[src/rtl/video_timing_gen_if.sv]
// rtl/video_timing_gen_if.sv - raster position and strobe bundle driven by video_timing_gen
//
// master : the timing generator, drives every signal
// slave  : fetch/pixel pipeline and scanline read path, observe only
//
//   h_count_o      11  current pixel column
//   v_count_o      11  current line
//   visible_o       1  inside the active window
//   h_blank_o       1  column outside the active width
//   v_blank_o       1  line outside the active height
//   hsync_o         1  horizontal sync at the configured polarity
//   vsync_o         1  vertical sync at the configured polarity
//   end_of_line_o   1  last column of the line
//   frame_start_o   1  one-clock pulse on the wrap to (0,0)
//   scanline_o     16  {v_blank, h_blank, 3'b000, v_count}
interface video_timing_gen_if;
    logic [10:0] h_count_o;
    logic [10:0] v_count_o;
    logic        visible_o;
    logic        h_blank_o;
    logic        v_blank_o;
    logic        hsync_o;
    logic        vsync_o;
    logic        end_of_line_o;
    logic        frame_start_o;
    logic [15:0] scanline_o;

    modport master (
        output h_count_o,
        output v_count_o,
        output visible_o,
        output h_blank_o,
        output v_blank_o,
        output hsync_o,
        output vsync_o,
        output end_of_line_o,
        output frame_start_o,
        output scanline_o
    );

    modport slave (
        input h_count_o,
        input v_count_o,
        input visible_o,
        input h_blank_o,
        input v_blank_o,
        input hsync_o,
        input vsync_o,
        input end_of_line_o,
        input frame_start_o,
        input scanline_o
    );
endinterface

[src/rtl/video_timing_gen.sv]
// rtl/video_timing_gen.sv - raster timing generator: pixel counters, sync, blank and scanline word
//
// Ports:
//   clk       in   pixel clock
//   reset_n   in   asynchronous reset, active low
//   pix_ce_i  in   pixel advance enable; the raster steps only when high
//   vt        out  video_timing_gen_if.master, all timing outputs (registered)
//
// Each line is ordered active, front porch, sync, back porch; the frame uses
// the same ordering with the vertical parameters. Every output is a flop
// loaded on the same edge from the next-state position, so counters and
// flags always describe the same pixel.
module video_timing_gen #(
    parameter int   VISIBLE_WIDTH   = 640,
    parameter int   VISIBLE_HEIGHT  = 480,
    parameter int   H_FRONT_PORCH   = 16,
    parameter int   H_SYNC_PULSE    = 96,
    parameter int   H_BACK_PORCH    = 48,
    parameter int   V_FRONT_PORCH   = 10,
    parameter int   V_SYNC_PULSE    = 2,
    parameter int   V_BACK_PORCH    = 33,
    parameter logic H_SYNC_POLARITY = 1'b0,
    parameter logic V_SYNC_POLARITY = 1'b0
) (
    input  logic                  clk,
    input  logic                  reset_n,
    input  logic                  pix_ce_i,
    video_timing_gen_if.master    vt
);

    localparam int TOTAL_WIDTH  = VISIBLE_WIDTH + H_FRONT_PORCH + H_SYNC_PULSE + H_BACK_PORCH;
    localparam int TOTAL_HEIGHT = VISIBLE_HEIGHT + V_FRONT_PORCH + V_SYNC_PULSE + V_BACK_PORCH;

    // Counters are 11 bits wide, so neither dimension may exceed 2048.
    if (TOTAL_WIDTH > 2048 || TOTAL_HEIGHT > 2048 || TOTAL_WIDTH < 1 || TOTAL_HEIGHT < 1) begin : g_bad_geometry
        $error("video_timing_gen: raster totals must be in 1..2048");
    end

    // Boundaries held one bit wider than the counters so a full 2048 total
    // still compares correctly against a zero-extended count.
    localparam logic [11:0] H_ACTIVE_END = 12'(VISIBLE_WIDTH);
    localparam logic [11:0] H_SYNC_START = 12'(VISIBLE_WIDTH + H_FRONT_PORCH);
    localparam logic [11:0] H_SYNC_END   = 12'(VISIBLE_WIDTH + H_FRONT_PORCH + H_SYNC_PULSE);
    localparam logic [11:0] H_LAST       = 12'(TOTAL_WIDTH - 1);
    localparam logic [11:0] V_ACTIVE_END = 12'(VISIBLE_HEIGHT);
    localparam logic [11:0] V_SYNC_START = 12'(VISIBLE_HEIGHT + V_FRONT_PORCH);
    localparam logic [11:0] V_SYNC_END   = 12'(VISIBLE_HEIGHT + V_FRONT_PORCH + V_SYNC_PULSE);
    localparam logic [11:0] V_LAST       = 12'(TOTAL_HEIGHT - 1);

    logic [10:0] h_count_q, h_count_d;
    logic [10:0] v_count_q, v_count_d;
    logic        visible_q, visible_d;
    logic        h_blank_q, h_blank_d;
    logic        v_blank_q, v_blank_d;
    logic        hsync_q, hsync_d;
    logic        vsync_q, vsync_d;
    logic        end_of_line_q, end_of_line_d;
    logic        frame_start_q, frame_start_d;
    logic [15:0] scanline_q, scanline_d;

    logic        h_at_last;
    logic        v_at_last;
    logic        h_in_sync;
    logic        v_in_sync;

    always_comb begin
        h_count_d     = h_count_q;
        v_count_d     = v_count_q;
        frame_start_d = 1'b0;

        h_at_last = ({1'b0, h_count_q} == H_LAST);
        v_at_last = ({1'b0, v_count_q} == V_LAST);

        if (pix_ce_i) begin
            if (h_at_last) begin
                h_count_d = '0;
                if (v_at_last) begin
                    v_count_d     = '0;
                    frame_start_d = 1'b1;
                end else begin
                    v_count_d = v_count_q + 11'd1;
                end
            end else begin
                h_count_d = h_count_q + 11'd1;
            end
        end

        // Decode from the next position so the registered flags line up
        // with the registered counters without an extra pipeline stage.
        h_blank_d     = ({1'b0, h_count_d} >= H_ACTIVE_END);
        v_blank_d     = ({1'b0, v_count_d} >= V_ACTIVE_END);
        visible_d     = ~h_blank_d & ~v_blank_d;
        h_in_sync     = ({1'b0, h_count_d} >= H_SYNC_START) && ({1'b0, h_count_d} < H_SYNC_END);
        v_in_sync     = ({1'b0, v_count_d} >= V_SYNC_START) && ({1'b0, v_count_d} < V_SYNC_END);
        hsync_d       = h_in_sync ? H_SYNC_POLARITY : ~H_SYNC_POLARITY;
        vsync_d       = v_in_sync ? V_SYNC_POLARITY : ~V_SYNC_POLARITY;
        end_of_line_d = ({1'b0, h_count_d} == H_LAST);
        scanline_d    = {v_blank_d, h_blank_d, 3'b000, v_count_d};
    end

    always_ff @(posedge clk or negedge reset_n) begin
        if (!reset_n) begin
            h_count_q     <= '0;
            v_count_q     <= '0;
            visible_q     <= 1'b1;
            h_blank_q     <= 1'b0;
            v_blank_q     <= 1'b0;
            hsync_q       <= ~H_SYNC_POLARITY;
            vsync_q       <= ~V_SYNC_POLARITY;
            end_of_line_q <= 1'b0;
            frame_start_q <= 1'b0;
            scanline_q    <= 16'h0000;
        end else begin
            h_count_q     <= h_count_d;
            v_count_q     <= v_count_d;
            visible_q     <= visible_d;
            h_blank_q     <= h_blank_d;
            v_blank_q     <= v_blank_d;
            hsync_q       <= hsync_d;
            vsync_q       <= vsync_d;
            end_of_line_q <= end_of_line_d;
            frame_start_q <= frame_start_d;
            scanline_q    <= scanline_d;
        end
    end

    assign vt.h_count_o     = h_count_q;
    assign vt.v_count_o     = v_count_q;
    assign vt.visible_o     = visible_q;
    assign vt.h_blank_o     = h_blank_q;
    assign vt.v_blank_o     = v_blank_q;
    assign vt.hsync_o       = hsync_q;
    assign vt.vsync_o       = vsync_q;
    assign vt.end_of_line_o = end_of_line_q;
    assign vt.frame_start_o = frame_start_q;
    assign vt.scanline_o    = scanline_q;

endmodule

[src/flat_wrapper.sv]
// flat-port wrapper written by rule: the top's interface ports become plain ports
module video_timing_gen_flat 
#(
    parameter int   VISIBLE_WIDTH   = 640,
    parameter int   VISIBLE_HEIGHT  = 480,
    parameter int   H_FRONT_PORCH   = 16,
    parameter int   H_SYNC_PULSE    = 96,
    parameter int   H_BACK_PORCH    = 48,
    parameter int   V_FRONT_PORCH   = 10,
    parameter int   V_SYNC_PULSE    = 2,
    parameter int   V_BACK_PORCH    = 33,
    parameter logic H_SYNC_POLARITY = 1'b0,
    parameter logic V_SYNC_POLARITY = 1'b0
)
  (clk, reset_n, pix_ce_i, vt_h_count_o, vt_v_count_o, vt_visible_o, vt_h_blank_o, vt_v_blank_o, vt_hsync_o, vt_vsync_o, vt_end_of_line_o, vt_frame_start_o, vt_scanline_o);
  video_timing_gen_if vt_i ();
  input  logic clk;
  input  logic reset_n;
  input  logic pix_ce_i;
  output wire logic [$bits(vt_i.h_count_o)-1:0] vt_h_count_o;
  output wire logic [$bits(vt_i.v_count_o)-1:0] vt_v_count_o;
  output wire logic [$bits(vt_i.visible_o)-1:0] vt_visible_o;
  output wire logic [$bits(vt_i.h_blank_o)-1:0] vt_h_blank_o;
  output wire logic [$bits(vt_i.v_blank_o)-1:0] vt_v_blank_o;
  output wire logic [$bits(vt_i.hsync_o)-1:0] vt_hsync_o;
  output wire logic [$bits(vt_i.vsync_o)-1:0] vt_vsync_o;
  output wire logic [$bits(vt_i.end_of_line_o)-1:0] vt_end_of_line_o;
  output wire logic [$bits(vt_i.frame_start_o)-1:0] vt_frame_start_o;
  output wire logic [$bits(vt_i.scanline_o)-1:0] vt_scanline_o;
  assign vt_h_count_o = vt_i.h_count_o;
  assign vt_v_count_o = vt_i.v_count_o;
  assign vt_visible_o = vt_i.visible_o;
  assign vt_h_blank_o = vt_i.h_blank_o;
  assign vt_v_blank_o = vt_i.v_blank_o;
  assign vt_hsync_o = vt_i.hsync_o;
  assign vt_vsync_o = vt_i.vsync_o;
  assign vt_end_of_line_o = vt_i.end_of_line_o;
  assign vt_frame_start_o = vt_i.frame_start_o;
  assign vt_scanline_o = vt_i.scanline_o;
  video_timing_gen #(.VISIBLE_WIDTH(VISIBLE_WIDTH), .VISIBLE_HEIGHT(VISIBLE_HEIGHT), .H_FRONT_PORCH(H_FRONT_PORCH), .H_SYNC_PULSE(H_SYNC_PULSE), .H_BACK_PORCH(H_BACK_PORCH), .V_FRONT_PORCH(V_FRONT_PORCH), .V_SYNC_PULSE(V_SYNC_PULSE), .V_BACK_PORCH(V_BACK_PORCH), .H_SYNC_POLARITY(H_SYNC_POLARITY), .V_SYNC_POLARITY(V_SYNC_POLARITY)) u_core (.clk(clk), .reset_n(reset_n), .pix_ce_i(pix_ce_i), .vt(vt_i));
endmodule
[config.mk]
export PLATFORM = sky130hd
export DESIGN_NAME = video_timing_gen_flat
export DESIGN_NICKNAME = d
export VERILOG_FILES = /design/src/rtl/video_timing_gen_if.sv /design/src/rtl/video_timing_gen.sv /design/src/flat_wrapper.sv
export SDC_FILE = /design/constraint.sdc
export NUM_CORES = 1
export LEC_CHECK = 0
export ABC_AREA = 1
export CAP_MARGIN = 10
export CORE_UTILIZATION = 40
export DETAILED_ROUTE_END_ITERATION = 6
export PLACE_DENSITY_LB_ADDON = 0.3
export RECOVER_POWER = 100
export SLEW_MARGIN = 10
export SYNTH_ARGS = -nofsm -noshare
export SYNTH_HDL_FRONTEND = slang
export SYNTH_SLANG_ARGS = --single-unit
[constraint.sdc]
create_clock -name clk -period 3.7 [get_ports clk]
set_input_delay 0.74 -clock clk [delete_from_list [all_inputs] [get_ports clk]]
set_output_delay 0.74 -clock clk [all_outputs]
set_load 0.05 [all_outputs]
======== Word-level counts from Yosys, hierarchy flattened ========
Cells that the tools add are included.
operators by class
  add/sub/neg operators ................... 2
  order comparisons ....................... 6
  equality and inequality tests ........... 3
  muxes and demuxes ....................... 10
  bitwise operators ....................... 3
  reduce and logical (&&, ||, !) cells .... 2
operators with widths
  cell                                                                                    count
  11-bit 2-to-1 mux                                                                       5
  11-bit by 10-bit equality test with 1-bit output (second input constant)                3
  11-bit by 1-bit adder with 11-bit output (second input constant)                        2
  11-bit by 10-bit greater-or-equal comparator with 1-bit output (second input constant)  2
  11-bit by 9-bit greater-or-equal comparator with 1-bit output (second input constant)   2
  11-bit by 10-bit less-than comparator with 1-bit output (second input constant)         1
  11-bit by 9-bit less-than comparator with 1-bit output (second input constant)          1
  1-bit 2-to-1 mux                                                                        5
  1-bit logical AND                                                                       2
  1-bit NOT                                                                               2
  1-bit AND                                                                               1
storage, ports and cells
  flip-flop bits (word level) ............. 42
  input port bits ......................... 3
  output and inout bits ................... 45
  logic and storage cells ................. 36

======== Longest topological paths before layout ========
  word-level depth ........................ 7
  depth in mapped cells ................... 12
  depth with buffers taken out ............ 12

======== Least setup slack after synthesis ========
No wires, ideal clock.
  path kind ............................... flip-flop to flip-flop
  start ................................... reg u_core.h_count_q[0] (netlist: u_core.vt.h_count_o[0])
  end ..................................... reg u_core.vsync_q (netlist: u_core.vt.vsync_o)
  library setup time ...................... 84 ps
  arrival time ............................ 1886 ps
  data required time ...................... 3616 ps
  path slack .............................. 1729 ps
  stages on the path, launching flop included .. 12
  path buffers ............................ 1
  clock period less this slack ............ 1971 ps
  cells stage by stage .................... dfrtp_1 > ha_1 > nand2_2 > nor2_4 > nand3_2 > buf_6 > clkinv_4 > nand3_1 > o21ai_2 > nand2_1 > nor2_1 > nand3b_1
between the ends
  cells in the longest elaborated chain, start to end .. 6
  elaborated cells on any way between the ends .. 7
  those cells by class .................... order compare (2); eq/ne (1); mux (3); reduce/logical (1)
RTL lines
  element                                                                                                                                         line                     text
  from (decl)                                                                                                                                     video_timing_gen.sv:50   logic [10:0] h_count_q, h_count_d;
  from (signal assigned)                                                                                                                          video_timing_gen.sv:114  h_count_q <= h_count_d;
  11-bit by 10-bit equality test with 1-bit output *                                                                                              video_timing_gen.sv:71   h_at_last = ({1'b0, h_count_q} == H_LAST);
  11-bit 2-to-1 mux *                                                                                                                             video_timing_gen.sv:75   if (h_at_last) begin
  11-bit 2-to-1 mux *                                                                                                                             video_timing_gen.sv:74   if (pix_ce_i) begin
  11-bit by 9-bit greater-or-equal comparator with 1-bit output / 11-bit by 9-bit less-than comparator with 1-bit output (equally long branches)  video_timing_gen.sv:94   v_in_sync = ({1'b0, v_count_d} >= V_SYNC_START) && ({1'b0, v_count_d} < V_SYNC_END);
  1-bit logical AND *                                                                                                                             video_timing_gen.sv:94
  1-bit 2-to-1 mux *                                                                                                                              video_timing_gen.sv:96   vsync_d = v_in_sync ? V_SYNC_POLARITY : ~V_SYNC_POLARITY;
  net u_core.vsync_d                                                                                                                              video_timing_gen.sv:56   logic vsync_q, vsync_d;
  to (signal assigned)                                                                                                                            video_timing_gen.sv:109  vsync_q <= ~V_SYNC_POLARITY;
  to (signal assigned)                                                                                                                            video_timing_gen.sv:120  vsync_q <= vsync_d;
  to (decl)                                                                                                                                       video_timing_gen.sv:56
Mark *: on every way through the listed nets, which the timed path passes. The rest lies on a longest branch.

======== Worst setup path after layout ========
  start ................................... in pix_ce_i
  end ..................................... reg u_core.vsync_q (netlist: u_core.vt.vsync_o)
between the ends
  cells in the longest elaborated chain, start to end .. 4
  elaborated cells on any way between the ends .. 5
  those cells by class .................... order compare (2); mux (2); reduce/logical (1)
RTL lines
  element                                                                                                                                         line                    text
  from (decl)                                                                                                                                     flat_wrapper.sv:19      input logic pix_ce_i;
  11-bit 2-to-1 mux *                                                                                                                             video_timing_gen.sv:74
  11-bit by 9-bit greater-or-equal comparator with 1-bit output / 11-bit by 9-bit less-than comparator with 1-bit output (equally long branches)  video_timing_gen.sv:94
  1-bit logical AND *                                                                                                                             video_timing_gen.sv:94
  1-bit 2-to-1 mux *                                                                                                                              video_timing_gen.sv:96
  net u_core.vsync_d                                                                                                                              video_timing_gen.sv:56
Marks and branches as above.

==> run summary <==
TIMING
------------------------------------------------------------------------------------
Share of the clock period used by the worst path after layout                  78.6%
Relative slew margins                                                          2.07%
Final total negative setup slack                                                0 ps
Hold violation total from the final report                                         0
Worst clock skew                                                             6.84 ps
Minimum setup slack in the final design                                       792 ps
Final setup vio count                                                              0
Max Fclk                                                                     344 MHz
Worst Hold Margin                                                             573 ps
Setup repair after global routing missed its margin                            false
Slew Viols, Final                                                                  0
Crit path time final                                                         2910 ps
Transition time at the pin with the least slew margin                        1470 ps

DIE
------------------------------------------------------------------------------------
Die width                                                                    68.7 µm
Die outline area                                                            4730 µm²
Starting density of the core                                                   43.0%
DIE HEIGHT                                                                   68.7 µm
Area inside the core boundary                                               4140 µm²
Row Count                                                                         23
Number of placed I/O pins                                                         48

DETAILED ROUTING
------------------------------------------------------------------------------------
First drt pass iteration count                                                     4
Routed wirelength normalized by instance count                               11.5 µm
Via total after detailed routing                                                1534
Post-Route WL                                                                3.66 mm
Final ANT Viol Nets                                                                0
Number of design rule violations left after detail routing                         0
Drt initial violations                                                            81
Via density                                                                     4.82

YOSYS
------------------------------------------------------------------------------------
Post-synth ARST share                                                           100%
Syn Inst Count                                                                   231
Top cell type's share of synthesized area                                      36.5%
Library cell occupying the most area in the post-synthesis netlist           dfrtp_1
Synth area leaders                                                      dfrtp_1, nand2_1, inv_1
Count of cell types in the netlist                                                28
Part of the Yosys area used for sequential elements                            40.9%
Syn Std Cell Area                                                           1780 µm²
Ranking of synthesized cells by instance count                          nand2_1, inv_1, dfrtp_1, nor2_1, buf_4
Dominant cell by count in the synthesized netlist                            nand2_1
Mean area per synthesized cell                                              7.71 µm²
Number of synthesized flops with an enable pin                                     0
Most used DFF post-synth                                                     dfrtp_1
#FFs+latches synth                                                                29
Count of warnings emitted by yosys                                                 0

GRT
------------------------------------------------------------------------------------
Vias in the first global route                                                  1407
Initial antenna violation count                                                    0
Total global routing overflow                                                      0
Total Routing Usage GR                                                         18.5%
Global-route wire length before repair                                       6.29 mm
Pin count of the biggest net entering global routing                              30

FINAL LAYOUT
------------------------------------------------------------------------------------
Filler instances                                                                 417
Post-route insts no fill                                                         318
Nets                                                                             273
Sequential cell area                                                         729 µm²
Synthesis-to-finish area growth                                                24.6%
Layout Utilization                                                             53.6%
Fraction of final layout cells with drive strength greater than 1              9.70%
Multi-input gate area in the final layout                                    746 µm²
Post-layout instance area                                                   2220 µm²
Antenna diodes                                                                     0

WORST SETUP PATH
------------------------------------------------------------------------------------
Worst path required time                                                     3910 ps
Endpoint of the worst-slack reg-to-reg timing path                      u_core.vt.vsync_o
Worst r2r src                                                           u_core.vt.h_count_o[0]
Depth of the most critical reg-to-reg path                                        11
Critical path peak fanout                                                         14
Endpoint kind of the worst setup timing path                                register
Critical path start-end classification                                  input pin to register
Element type at the critical path start                                    input pin
Data arrival at the endpoint of the critical path                            3110 ps
Setup slack, reg-to-reg                                                      1390 ps

PLACE
------------------------------------------------------------------------------------
Buffers added on ports                                                            44
Dpl cell area                                                               2160 µm²
Estimated wirelength of the detail-placed design                             2.86 mm
Count of placed standard cells including taps                                    310
Final weighted congestion in routability-driven placement                      0.908
Worst setup slack after placement                                             844 ps

CTS
------------------------------------------------------------------------------------
CTS clk-pin slew, worst paths                                                  60 ps
Number of buffers inserted for hold repair after clock tree synthesis              0
Count of cells resized by post-cts repair                                          0
CTS max path bufs                                                                  2
Cts bufs inserted                                                                  5
Root Buffer Master                                                          clkbuf_8
Setup Fix Bufs, Post-CTS                                                           0
Clk Latency, worst-skew pair                                                  280 ps
Sinks on Clock Net                                                                29
Depth of the CTS H-tree                                                            2
Clock tree from TritonCTS                                                      built

WORST HOLD PATH
------------------------------------------------------------------------------------
Worst hold path depth                                                              2
Worst min-delay path category                                           register to register
Hold Path Origin                                                        u_core.vt.h_count_o[1]
Hold-critical path endpoint                                             u_core.vt.h_count_o[1]

POWER
------------------------------------------------------------------------------------
Total power consumption of the routed design                                 1.19 mW
Leakage power of the design                                                  1.06 nW
Power density over the cells                                              535 nW/µm²
Peak supply drop                                                            0.486 mV

STATUS
------------------------------------------------------------------------------------
Status                                                                     completed

FLOW RUN
------------------------------------------------------------------------------------
Count of max-cap constraint violations                                             0

-- kinds of logic (layout without fill, tap and decap cells) --
logic type,Yosys count,count (layout),synth area share (%)
compound gates,9,9,3.58
xor+xnor,7,7,3.86
fa+ha+maj,3,3,2.11
buf+inv,57,92,16.2
flops,29,29,40.9
other cells,1,3,0.210
simple gates,125,125,33.1
-- power by group --
| part | switching [mW] | internal [mW] | total [mW] | leakage, nW |
|---|---|---|---|---|
| clock network | 0.112 | 0.151 | 0.263 | 0.0455 |
| logic | 0.354 | 0.136 | 0.489 | 0.675 |
| registers | 0.0683 | 0.368 | 0.436 | 0.335 |
-- registers in the layout, indices dropped and copies added (netlist names) --
register and count:
u_core.vt.end_of_line_o 1, u_core.vt.frame_start_o 1, u_core.vt.h_count_o 11, u_core.vt.hsync_o 1, u_core.vt.scanline_o 3, u_core.vt.v_count_o 10
u_core.vt.visible_o 1, u_core.vt.vsync_o 1
-- layer usage --
| layer | global-route usage [%] | up-vias | part of all wire [%] |
|---|---|---|---|
| met5 | 0 | - | 0 |
| met4 | 9.18 | 0 | 1.7 |
| met3 | 3.95 | 6 | 6.1 |
| met2 | 27.8 | 53 | 44 |
| met1 | 25.1 | 706 | 48 |
| li1 | - | 769 | - |
-- critical path: stages --
cell and delay (ps):
dlygate4sd3_1 850, nand2_1 110, nor2_1 120, nand3_1 380, clkinvlp_2 300, nand3_1 130
o21ai_2 160, nand2_1 60, nor2_1 170, nand3b_1 100
-- final cells by class --
cell class,instances,area share (%)
Sequential cell,29,32.9
Multi-Input combinational cell,147,33.6
Tap cell,50,2.82
Clock buffer,8,4.06
Inverter,39,6.65
Timing Repair Buffer,45,20.0
-- worst max path at each step --
stage	start	endpoint	slack, ps
after global placement	pix_ce_i	u_core.vt.vsync_o	880
final	pix_ce_i	u_core.vt.vsync_o	790
after floorplan	u_core.vt.h_count_o[0]	u_core.vt.vsync_o	1730
after CTS	pix_ce_i	u_core.vt.vsync_o	1120
after detailed placement	pix_ce_i	u_core.vt.vsync_o	840
after global routing	pix_ce_i	u_core.vt.vsync_o	490
-- placed cells by master, fill, tap and decap left out --
cell type / synthesis / final
xor2_2: 1 / 1
nand2_2: 3 / 3
nand4_1: 11 / 11
ha_1: 3 / 3
a21o_1: 1 / 1
nand3_2: 3 / 1
clkbuf_1: 0 / 3
clkbuf_8: 0 / 6
nand2_1: 51 / 51
dfrtp_1: 26 / 26
o21ai_0: 3 / 4
nor2_4: 2 / 2
conb_1: 1 / 3
o21ai_2: 4 / 3
a31oi_1: 1 / 1
dlygate4sd3_1: 0 / 44
nor2_2: 8 / 3
inv_2: 3 / 2
inv_1: 35 / 36
nor2_1: 26 / 31
or2_4: 1 / 1
nor3_1: 6 / 6
xnor2_1: 1 / 1
nand3b_1: 1 / 1
xor2_1: 5 / 5
nand3_1: 13 / 15
dfstp_2: 3 / 3
clkinvlp_2: 0 / 1
Note: power is estimated with default switching activity, not from simulation.
